--- config.mk ---
export PLATFORM = sky130hd
export DESIGN_NAME = axi4_lite_master_arbiter
export DESIGN_NICKNAME = d
export VERILOG_FILES = /design/src/rtl/axi4_lite_master_arbiter_pkg.sv /design/src/rtl/axi4_lite_master_arbiter_rr_arbiter2.sv /design/src/rtl/axi4_lite_master_arbiter.sv
export SDC_FILE = /design/constraint.sdc
export NUM_CORES = 1
export LEC_CHECK = 0
export CORE_AREA = 2 2 126 128
export DETAILED_ROUTE_END_ITERATION = 12
export DIE_AREA = 0 0 128 130
export PLACE_DENSITY_LB_ADDON = 0.08
export SLEW_MARGIN = 20
export SYNTH_ARGS = -nofsm -noshare
export SYNTH_HDL_FRONTEND = slang
export SYNTH_SLANG_ARGS = --single-unit
--- constraint.sdc ---
create_clock -name clk -period 2.6 [get_ports clk]
set_input_delay 0.52 -clock clk [delete_from_list [all_inputs] [get_ports clk]]
set_output_delay 0.52 -clock clk [all_outputs]
set_load 0.01 [all_outputs]
--- src/rtl/axi4_lite_master_arbiter_pkg.sv ---
// Shared AXI4-Lite constants: response codes, arbiter FSM states and requester count.
package axi4_lite_master_arbiter_pkg;

   localparam int unsigned N_REQ = 2;

   typedef enum logic [1:0] {
      RESP_OKAY   = 2'b00,
      RESP_EXOKAY = 2'b01,
      RESP_SLVERR = 2'b10,
      RESP_DECERR = 2'b11
   } axi_resp_e;

   typedef axi_resp_e axi_rresp_e;
   typedef axi_resp_e axi_bresp_e;

   typedef enum logic [2:0] {
      ST_IDLE,
      ST_AR,
      ST_R,
      ST_AW_W,
      ST_B,
      ST_RESP
   } arb_state_e;

endpackage

--- src/rtl/axi4_lite_master_arbiter_rr_arbiter2.sv ---
// Two-way round-robin pick: a lone requester wins, a tie goes to the port not granted last.
module rr_arbiter2
   import axi4_lite_master_arbiter_pkg::*;
(
   input  logic [N_REQ-1:0] i_req_valid,
   input  logic             i_last_grant,
   output logic             o_grant_idx_c,
   output logic             o_grant_valid_c
);

   always_comb begin
      o_grant_valid_c = |i_req_valid;
      o_grant_idx_c   = 1'b0;
      if (&i_req_valid) begin
         o_grant_idx_c = ~i_last_grant;
      end else if (i_req_valid[1]) begin
         o_grant_idx_c = 1'b1;
      end
   end

endmodule

--- src/rtl/axi4_lite_master_arbiter.sv ---
// Shares one AXI4-Lite master port between fetch (port 0) and load/store (port 1),
// one transaction at a time; all bus and completion outputs decode from registers.
module axi4_lite_master_arbiter
   import axi4_lite_master_arbiter_pkg::*;
#(
   parameter  int unsigned ADDR_W = 32,
   parameter  int unsigned DATA_W = 32,
   localparam int unsigned STRB_W = DATA_W / 8
) (
   input  logic                          clk,
   input  logic                          reset,
   input  logic [N_REQ-1:0]              req_valid,
   input  logic [N_REQ-1:0]              req_write,
   input  logic [N_REQ-1:0][ADDR_W-1:0]  req_addr,
   input  logic [N_REQ-1:0][DATA_W-1:0]  req_wdata,
   input  logic [N_REQ-1:0][STRB_W-1:0]  req_wstrb,
   output logic [N_REQ-1:0]              req_done,
   output logic [DATA_W-1:0]             req_rdata,
   output logic [1:0]                    req_resp,
   output logic [ADDR_W-1:0]             m_awaddr,
   output logic                          m_awvalid,
   input  logic                          m_awready,
   output logic [DATA_W-1:0]             m_wdata,
   output logic [STRB_W-1:0]             m_wstrb,
   output logic                          m_wvalid,
   input  logic                          m_wready,
   input  logic [1:0]                    m_bresp,
   input  logic                          m_bvalid,
   output logic                          m_bready,
   output logic [ADDR_W-1:0]             m_araddr,
   output logic                          m_arvalid,
   input  logic                          m_arready,
   input  logic [DATA_W-1:0]             m_rdata,
   input  logic [1:0]                    m_rresp,
   input  logic                          m_rvalid,
   output logic                          m_rready
);

   arb_state_e          r_state;
   arb_state_e          w_state_nxt;
   logic                r_grant;
   logic                r_last_grant;
   logic [ADDR_W-1:0]   r_addr;
   logic [DATA_W-1:0]   r_wdata;
   logic [STRB_W-1:0]   r_wstrb;
   logic [DATA_W-1:0]   r_rdata;
   axi_resp_e           r_resp;
   logic                r_aw_done;
   logic                r_w_done;
   logic                w_grant_idx;
   logic                w_grant_valid;

   rr_arbiter2 u_rr_arbiter2 (
      .i_req_valid     (req_valid),
      .i_last_grant    (r_last_grant),
      .o_grant_idx_c   (w_grant_idx),
      .o_grant_valid_c (w_grant_valid)
   );

   assign m_araddr  = r_addr;
   assign m_awaddr  = r_addr;
   assign m_wdata   = r_wdata;
   assign m_wstrb   = r_wstrb;
   assign req_rdata = r_rdata;
   assign req_resp  = r_resp;

   // State register plus the per-transaction data captured along the way.
   always_ff @(posedge clk) begin
      if (reset) begin
         r_state      <= ST_IDLE;
         r_grant      <= 1'b0;
         r_last_grant <= 1'b1;
         r_addr       <= '0;
         r_wdata      <= '0;
         r_wstrb      <= '0;
         r_rdata      <= '0;
         r_resp       <= RESP_OKAY;
         r_aw_done    <= 1'b0;
         r_w_done     <= 1'b0;
      end else begin
         r_state <= w_state_nxt;
         case (r_state)
            ST_IDLE: begin
               if (w_grant_valid) begin
                  r_grant      <= w_grant_idx;
                  r_last_grant <= w_grant_idx;
                  r_addr       <= req_addr[w_grant_idx];
                  r_wdata      <= req_wdata[w_grant_idx];
                  r_wstrb      <= req_wstrb[w_grant_idx];
                  r_aw_done    <= 1'b0;
                  r_w_done     <= 1'b0;
               end
            end
            ST_AW_W: begin
               if (m_awready) r_aw_done <= 1'b1;
               if (m_wready)  r_w_done  <= 1'b1;
            end
            ST_R: begin
               if (m_rvalid) begin
                  r_rdata <= m_rdata;
                  r_resp  <= axi_resp_e'(m_rresp);
               end
            end
            ST_B: begin
               if (m_bvalid) begin
                  r_rdata <= '0;
                  r_resp  <= axi_resp_e'(m_bresp);
               end
            end
            default: ;
         endcase
      end
   end

   // Next state and state-decoded channel/completion outputs.
   always_comb begin
      w_state_nxt = r_state;
      m_arvalid   = 1'b0;
      m_awvalid   = 1'b0;
      m_wvalid    = 1'b0;
      m_rready    = 1'b0;
      m_bready    = 1'b0;
      req_done    = '0;
      case (r_state)
         ST_IDLE: begin
            if (w_grant_valid) begin
               w_state_nxt = req_write[w_grant_idx] ? ST_AW_W : ST_AR;
            end
         end
         ST_AR: begin
            m_arvalid = 1'b1;
            if (m_arready) w_state_nxt = ST_R;
         end
         ST_R: begin
            m_rready = 1'b1;
            if (m_rvalid) w_state_nxt = ST_RESP;
         end
         ST_AW_W: begin
            m_awvalid = ~r_aw_done;
            m_wvalid  = ~r_w_done;
            // While a channel is still pending its valid is high, so ready alone is the handshake.
            if ((r_aw_done || m_awready) && (r_w_done || m_wready)) begin
               w_state_nxt = ST_B;
            end
         end
         ST_B: begin
            m_bready = 1'b1;
            if (m_bvalid) w_state_nxt = ST_RESP;
         end
         ST_RESP: begin
            req_done[r_grant] = 1'b1;
            w_state_nxt       = ST_IDLE;
         end
         default: w_state_nxt = ST_IDLE;
      endcase
   end

endmodule

-- Word level (Yosys, flattened, before mapping)
Cells that the tools add are included.
- bits in registers: 109
- output and inout bits: 141
- logic and storage cells: 78
- order comparisons: 3
- equal/unequal tests: 12
- multiplexer cells: 36
- bitwise gates (word level): 3
- reductions and logical operators: 14
- operator list (kind ; count):
    32-bit two-way mux ; 6
    32-bit case mux with 2 select lines ; 1
    3-bit two-way mux ; 5
    3-bit case mux with 5 select lines ; 1
    1-bit two-way mux ; 13
    2-bit != test, second input constant ; 6
    3-bit AND reduction ; 3
    2-bit two-way mux ; 4
    4-bit two-way mux ; 2
    3-bit by 2-bit == test with 1-bit output, second input constant ; 2
    3-bit == test, second input constant ; 2
    5-bit AND reduction ; 1
    1-bit by 2-bit less-than comparator with 1-bit output, second input constant ; 2
    1-bit case mux with 2 select lines ; 2
    2-bit case mux with 2 select lines ; 1
    2-bit AND reduction ; 2
    2-bit nonzero test ; 2
    3-bit by 1-bit == test with 1-bit output, second input constant ; 1
    3-bit logical NOT ; 1
    1-bit inverter ; 3
    1-bit logical AND ; 2
    1-bit logical OR ; 2
    2-bit by 1-bit != test with 1-bit output, second input constant ; 1
    2-bit OR reduction ; 1
    2 further kinds ; 2

-- Logic depth before layout (Yosys ltp)
- depth after elaboration: 7
- mapped depth: 6
- mapped depth without buffers: 4

-- Modules after synthesis
A second synthesis with hierarchy kept.
- cells, all modules: 505
- area, all modules: 5092.4 um^2
- by module, submodules not included (module ; instances ; cells an instance ; area an instance (um^2) ; seq. area each (um^2)):
    axi4_lite_master_arbiter ; 1 ; 503 ; 5078.6 ; 2182.1
    rr_arbiter2 ; 1 ; 2 ; 13.8 ; 0.0

-- Least setup slack after synthesis
OpenSTA, ideal clock, no wires.
- path type: register to output
- start: reg r_state[0]
- end: out req_done[0]
- arrival: 1.145 ns
- required time: 2.080 ns
- slack: 0.935 ns
- stages on the path, launching flop included: 4
- path buffers: 1
- cells stage by stage: dfxtp_1 > buf_2 > inv_1 > nor4b_1
- word-level cells in the longest chain between the ends: 2
- ends and longest elaborated chain (item ; RTL line ; RTL):
    from (decl) ; axi4_lite_master_arbiter.sv:39 ; arb_state_e r_state;
    from (signal assigned) ; axi4_lite_master_arbiter.sv:81 ; r_state <= w_state_nxt;
    3-bit == test ; axi4_lite_master_arbiter.sv:124 ; case (r_state)
    2-bit two-way mux ; axi4_lite_master_arbiter.sv:124 ;
    to (decl) ; axi4_lite_master_arbiter.sv:17 ; output logic [N_REQ-1:0] req_done,
Every way passes these cells.

-- Worst setup path in the final report
- start: reg r_state[2]
- end: out m_bready
- word-level cells in the longest chain between the ends: 2
- ends and longest elaborated chain (item ; RTL line ; RTL):
    3-bit == test ; axi4_lite_master_arbiter.sv:124 ;
    1-bit two-way mux ; axi4_lite_master_arbiter.sv:124 ;
    to (decl) ; axi4_lite_master_arbiter.sv:29 ; output logic m_bready,
Every way passes these cells.

==> summary.md <==
| Metric | Value |
|---|---|
| GRT Residual Overflow | 0 |
| Clock transition at the registers of the reported paths | ~0.080 ns |
| Total negative slack for setup checks | 0 ns |
| Antenna cells | 0 |
| Largest net degree at the start of global routing | about 70 |
| Most instantiated flip-flop cell in the synthesis netlist | sky130_fd_sc_hd__dfxtp_1 |
| Number of iterations in the first detailed-routing pass | 4 |
| Full die area | 16600 um2 |
| Non-filler instance count after layout | between 900 and 1000 |
| RD Place Congestion | around 0.78 |
| Distinct cells, synth | 34 |
| Kind of critical path | flip-flop to primary output |
| Worst slack on hold paths | around 0.5 ns |
| Count of buffers from port buffering | 323 |
| Status | finished clean |
| Max Transition Viols Final | 0 |
| Number of global-route vias before repair | ~4500 |
| Synth-to-Final Area Change | 69.7% |
| Via count | around 4700 |
| Element type at the critical path end | primary output |
| Warnings, synthesis | 0 |
| Worst supply voltage drop on vdd | between 0.4 and 0.5 mV |
| Relative slew slack | 58.3% |
| Number of failing setup endpoints in the final timing report | 0 |
| CP Launch Point | r_state[2]$_SDFFE_PP0P_ |
| Instance count of the mapped netlist | ~510 |
| First-pass GRT wire length | between 20 and 25 mm |
| RSZ-0062 raised after global routing | false |
| Global-route usage over all layers | between 10% and 20% |
| Clock Sink Count | between 100 and 150 |
| Share of final-layout standard cells stronger than drive strength 1 | under 10% |
| Iteration-0 DRC count of the detailed router | between 150 and 200 |
| Category of cells accounting for the largest share of critical-path delay | buffers and inverters |
| Hold violation count in the final report | 0 |
| Worst skew pair latency | ~0.35 ns |
| Number of vias per cell after detailed routing | slightly below 5 |
| Critical Path AT | 1.84 ns |
| Required @ worst endpoint | approximately 2.1 ns |
| Clock Root Buffer | sky130_fd_sc_hd__clkbuf_16 |
| Core box area | roughly 15000 um2 |
| Post-detailed-routing wire length | between 15 and 20 mm |
| Power consumption | about 8 mW |
| Minimum clock period | approximately 2.4 ns |
| Vertical die dimension | roughly 130 um |
| Tcrit/Tclk final | roughly nine tenths |
| Total I/O pin count | roughly 320 |
| Slowest CP cell | sky130_fd_sc_hd__clkdlybuf4s50_1 |
| Residual antenna-violating net count after detailed routing | 0 |
| Net count of the finished layout | about 960 |
| Maximum fanout along the worst path | 13 |
| Least-Margin Pin Slew | between 0.6 and 0.7 ns |
| Mapped Nets | between 600 and 700 |
| Number of inserted filler cells in the final layout | ~1400 |
| Total power per unit cell area | a little under 1000 nW/um2 |
| CTS tree | yes |
| Placed cell count | around 960 |
| H-tree Lvls | 3 |
| Crit path buffers/inverters | 1 |
| Beginning of the worst hold path | m_wdata[13]$_SDFFE_PP0P_ |
| Cts-stage hold buffer count | 0 |
| Worst setup skew after layout | between 0.006 and 0.007 ns |
| Number of design rule violations left after detail routing | 0 |
| Global routing met2 resource utilization | between 30% and 40% |
| Maximum frequency from static timing analysis | around 0.42 GHz |
| Post-placement setup slack | 0.311 ns |
| Post-route worst setup slack | 0.241 ns |
| GRT busiest layer | met2 |
| Starting density of the core | a little under a third |
| Total half-perimeter wirelength after legalization and detailed placement | between 10 and 15 mm |
| Syn Std Cell Area | approximately 4900 um2 |
| Post-detailed-route wirelength per cell | about 16 um |
| Met1 global-route usage | between 20% and 30% |
| Max-Cap Viols | 0 |
| Post-synthesis async set-or-reset flop share | 0% |
| Total of flip-flops plus latches after synthesis | 109 |
| Class of the most critical hold timing path | flip-flop to flip-flop |
| P_leak | 3.06 nW |
| TritonCTS buffer count | 9 |
| Startpoint type of the worst setup path | flip-flop |
| Number of rows in the core area | 46 |
| Initial antenna violation count | 0 |
| Average cell area after synthesis | about 9.7 um2 |
| Maximum clock insertion buffer count | 2 |
| Met3 layer usage reported by global route | ~5.3% |
| Sequential-to-total area share from yosys stat | approximately 44% |
| Beginning of the worst register-to-register path | r_state[0]$_SDFFE_PP0P_ |
| Stage delay of the slowest cell on the critical path | a little over 0.6 ns |
| EDFF count, synth | 0 |
| CP cell instances | nor3b_4, clkdlybuf4s50_1 |
| Die extent in x | ~130 um |
cells in the final DEF, fill, tap and decap left out, types with 3 or more instances in the layout:
cell                              count
sky130_fd_sc_hd__a31oi_1              3
sky130_fd_sc_hd__a21oi_1              3
sky130_fd_sc_hd__a211oi_2             9
sky130_fd_sc_hd__mux2i_1             70
sky130_fd_sc_hd__clkinv_4             3
sky130_fd_sc_hd__nor2_1             109
sky130_fd_sc_hd__clkdlybuf4s50_1    322
sky130_fd_sc_hd__a211oi_1            60
sky130_fd_sc_hd__mux2_2               3
sky130_fd_sc_hd__nor3_1               6
sky130_fd_sc_hd__a22oi_1             33
sky130_fd_sc_hd__dfxtp_1            108
sky130_fd_sc_hd__buf_4                8
sky130_fd_sc_hd__clkbuf_16            9
sky130_fd_sc_hd__buf_12               5
logic make-up after synthesis:
kind of cell / after synthesis / share of synthesized area, %
multiplexers: 73 / 15.0
flip-flops: 109 / 44.5
AND/OR/NAND/NOR: 129 / 11.2
AO/OA/AOI/OAI: 117 / 18.7
buffers and inverters: 78 / 10.7
synth_stat cells (2+ instances only):
cell type | instances | area [um2]
sky130_fd_sc_hd__o21a_1 | 2 | 15.0
sky130_fd_sc_hd__buf_4 | 39 | 293
sky130_fd_sc_hd__buf_2 | 16 | 80.1
sky130_fd_sc_hd__clkbuf_1 | 14 | 52.6
sky130_fd_sc_hd__nor2_1 | 109 | 409
sky130_fd_sc_hd__nor2b_1 | 2 | 12.5
sky130_fd_sc_hd__mux2i_1 | 70 | 701
sky130_fd_sc_hd__nor3_1 | 6 | 30.0
sky130_fd_sc_hd__a22oi_1 | 33 | 248
sky130_fd_sc_hd__dfxtp_1 | 109 | 2180
sky130_fd_sc_hd__a31oi_1 | 3 | 18.8
sky130_fd_sc_hd__a211oi_2 | 9 | 113
sky130_fd_sc_hd__buf_6 | 7 | 78.8
sky130_fd_sc_hd__nor4b_1 | 2 | 17.5
sky130_fd_sc_hd__a21oi_1 | 3 | 15.0
sky130_fd_sc_hd__nand2b_1 | 2 | 12.5
sky130_fd_sc_hd__o21ai_0 | 2 | 10.0
sky130_fd_sc_hd__a211oi_1 | 60 | 450
sky130_fd_sc_hd__mux2_2 | 3 | 33.8
flip-flops by register name (all words and copies together), names as in the netlist:
name,flops
req_rdata,32
r_grant,1
m_wdata,32
r_aw_done,1
req_resp,2
r_last_grant,1
m_wstrb,4
r_state,3
r_w_done,1
m_araddr,32
routing by layer:
| metal | up-vias | part of all wire (%) |
|---|---|---|
| li1 | 2324 | - |
| met1 | 2138 | 38 |
| met2 | 187 | 51 |
| met3 | 20 | 8.5 |
| met4 | 0 | 2.3 |
| met5 | - | 0 |
through the flow:
stage / utilization, % / instance area (um2)
after CTS: 54.0 / 8330
final: 54.0 / 8330
after global placement: 52.2 / 8050
after detailed placement: 52.2 / 8050
after floorplan: - / 4910
after global routing: 54.0 / 8330
worst reg2reg max path: cells and delay by family, from the launching register on:
family / cells / cell delay (ns)
buffers and inverters: 2 / 0.48
AOI/OAI and AO/OA: 2 / 0.44
DFF: 1 / 0.36
and+or+nand+nor: 2 / 0.36
worst paths after layout:
path | end | slack, ns | cells after the start
hold reg to reg | m_wdata[13]$_SDFFE_PP0P_ | 0.50 | 2
setup / recovery | m_bready | 0.24 | 2
setup reg to reg | m_araddr[28]$_SDFFE_PP0P_ | 0.86 | 6
hold / removal | m_wdata[13]$_SDFFE_PP0P_ | 0.50 | 2
layout make-up:
cell class,instances,area (um2),share of cell area (%)
tap,192,240,2.88
clock inverter,7,58.8,0.706
sequential,109,2180,26.2
clock buffer,9,225,2.70
multi-input combinational,319,2240,26.9
timing repair buffer,335,3380,40.6
inverter,1,3.75,0.0451
timing repair:
action,in CTS,in global routing
hold endpoints to repair,0,0
gates resized for setup,0,1
endpoints found under the setup margin,0,1
setup buffers,0,0
where the power goes:
part / internal [mW] / switching, mW / total [mW]
combinational: 2.21 / 1.89 / 4.10
sequential: 2.22 / 0.352 / 2.57
clock: 0.663 / 0.676 / 1.34
(Power assumes the default switching activity.)
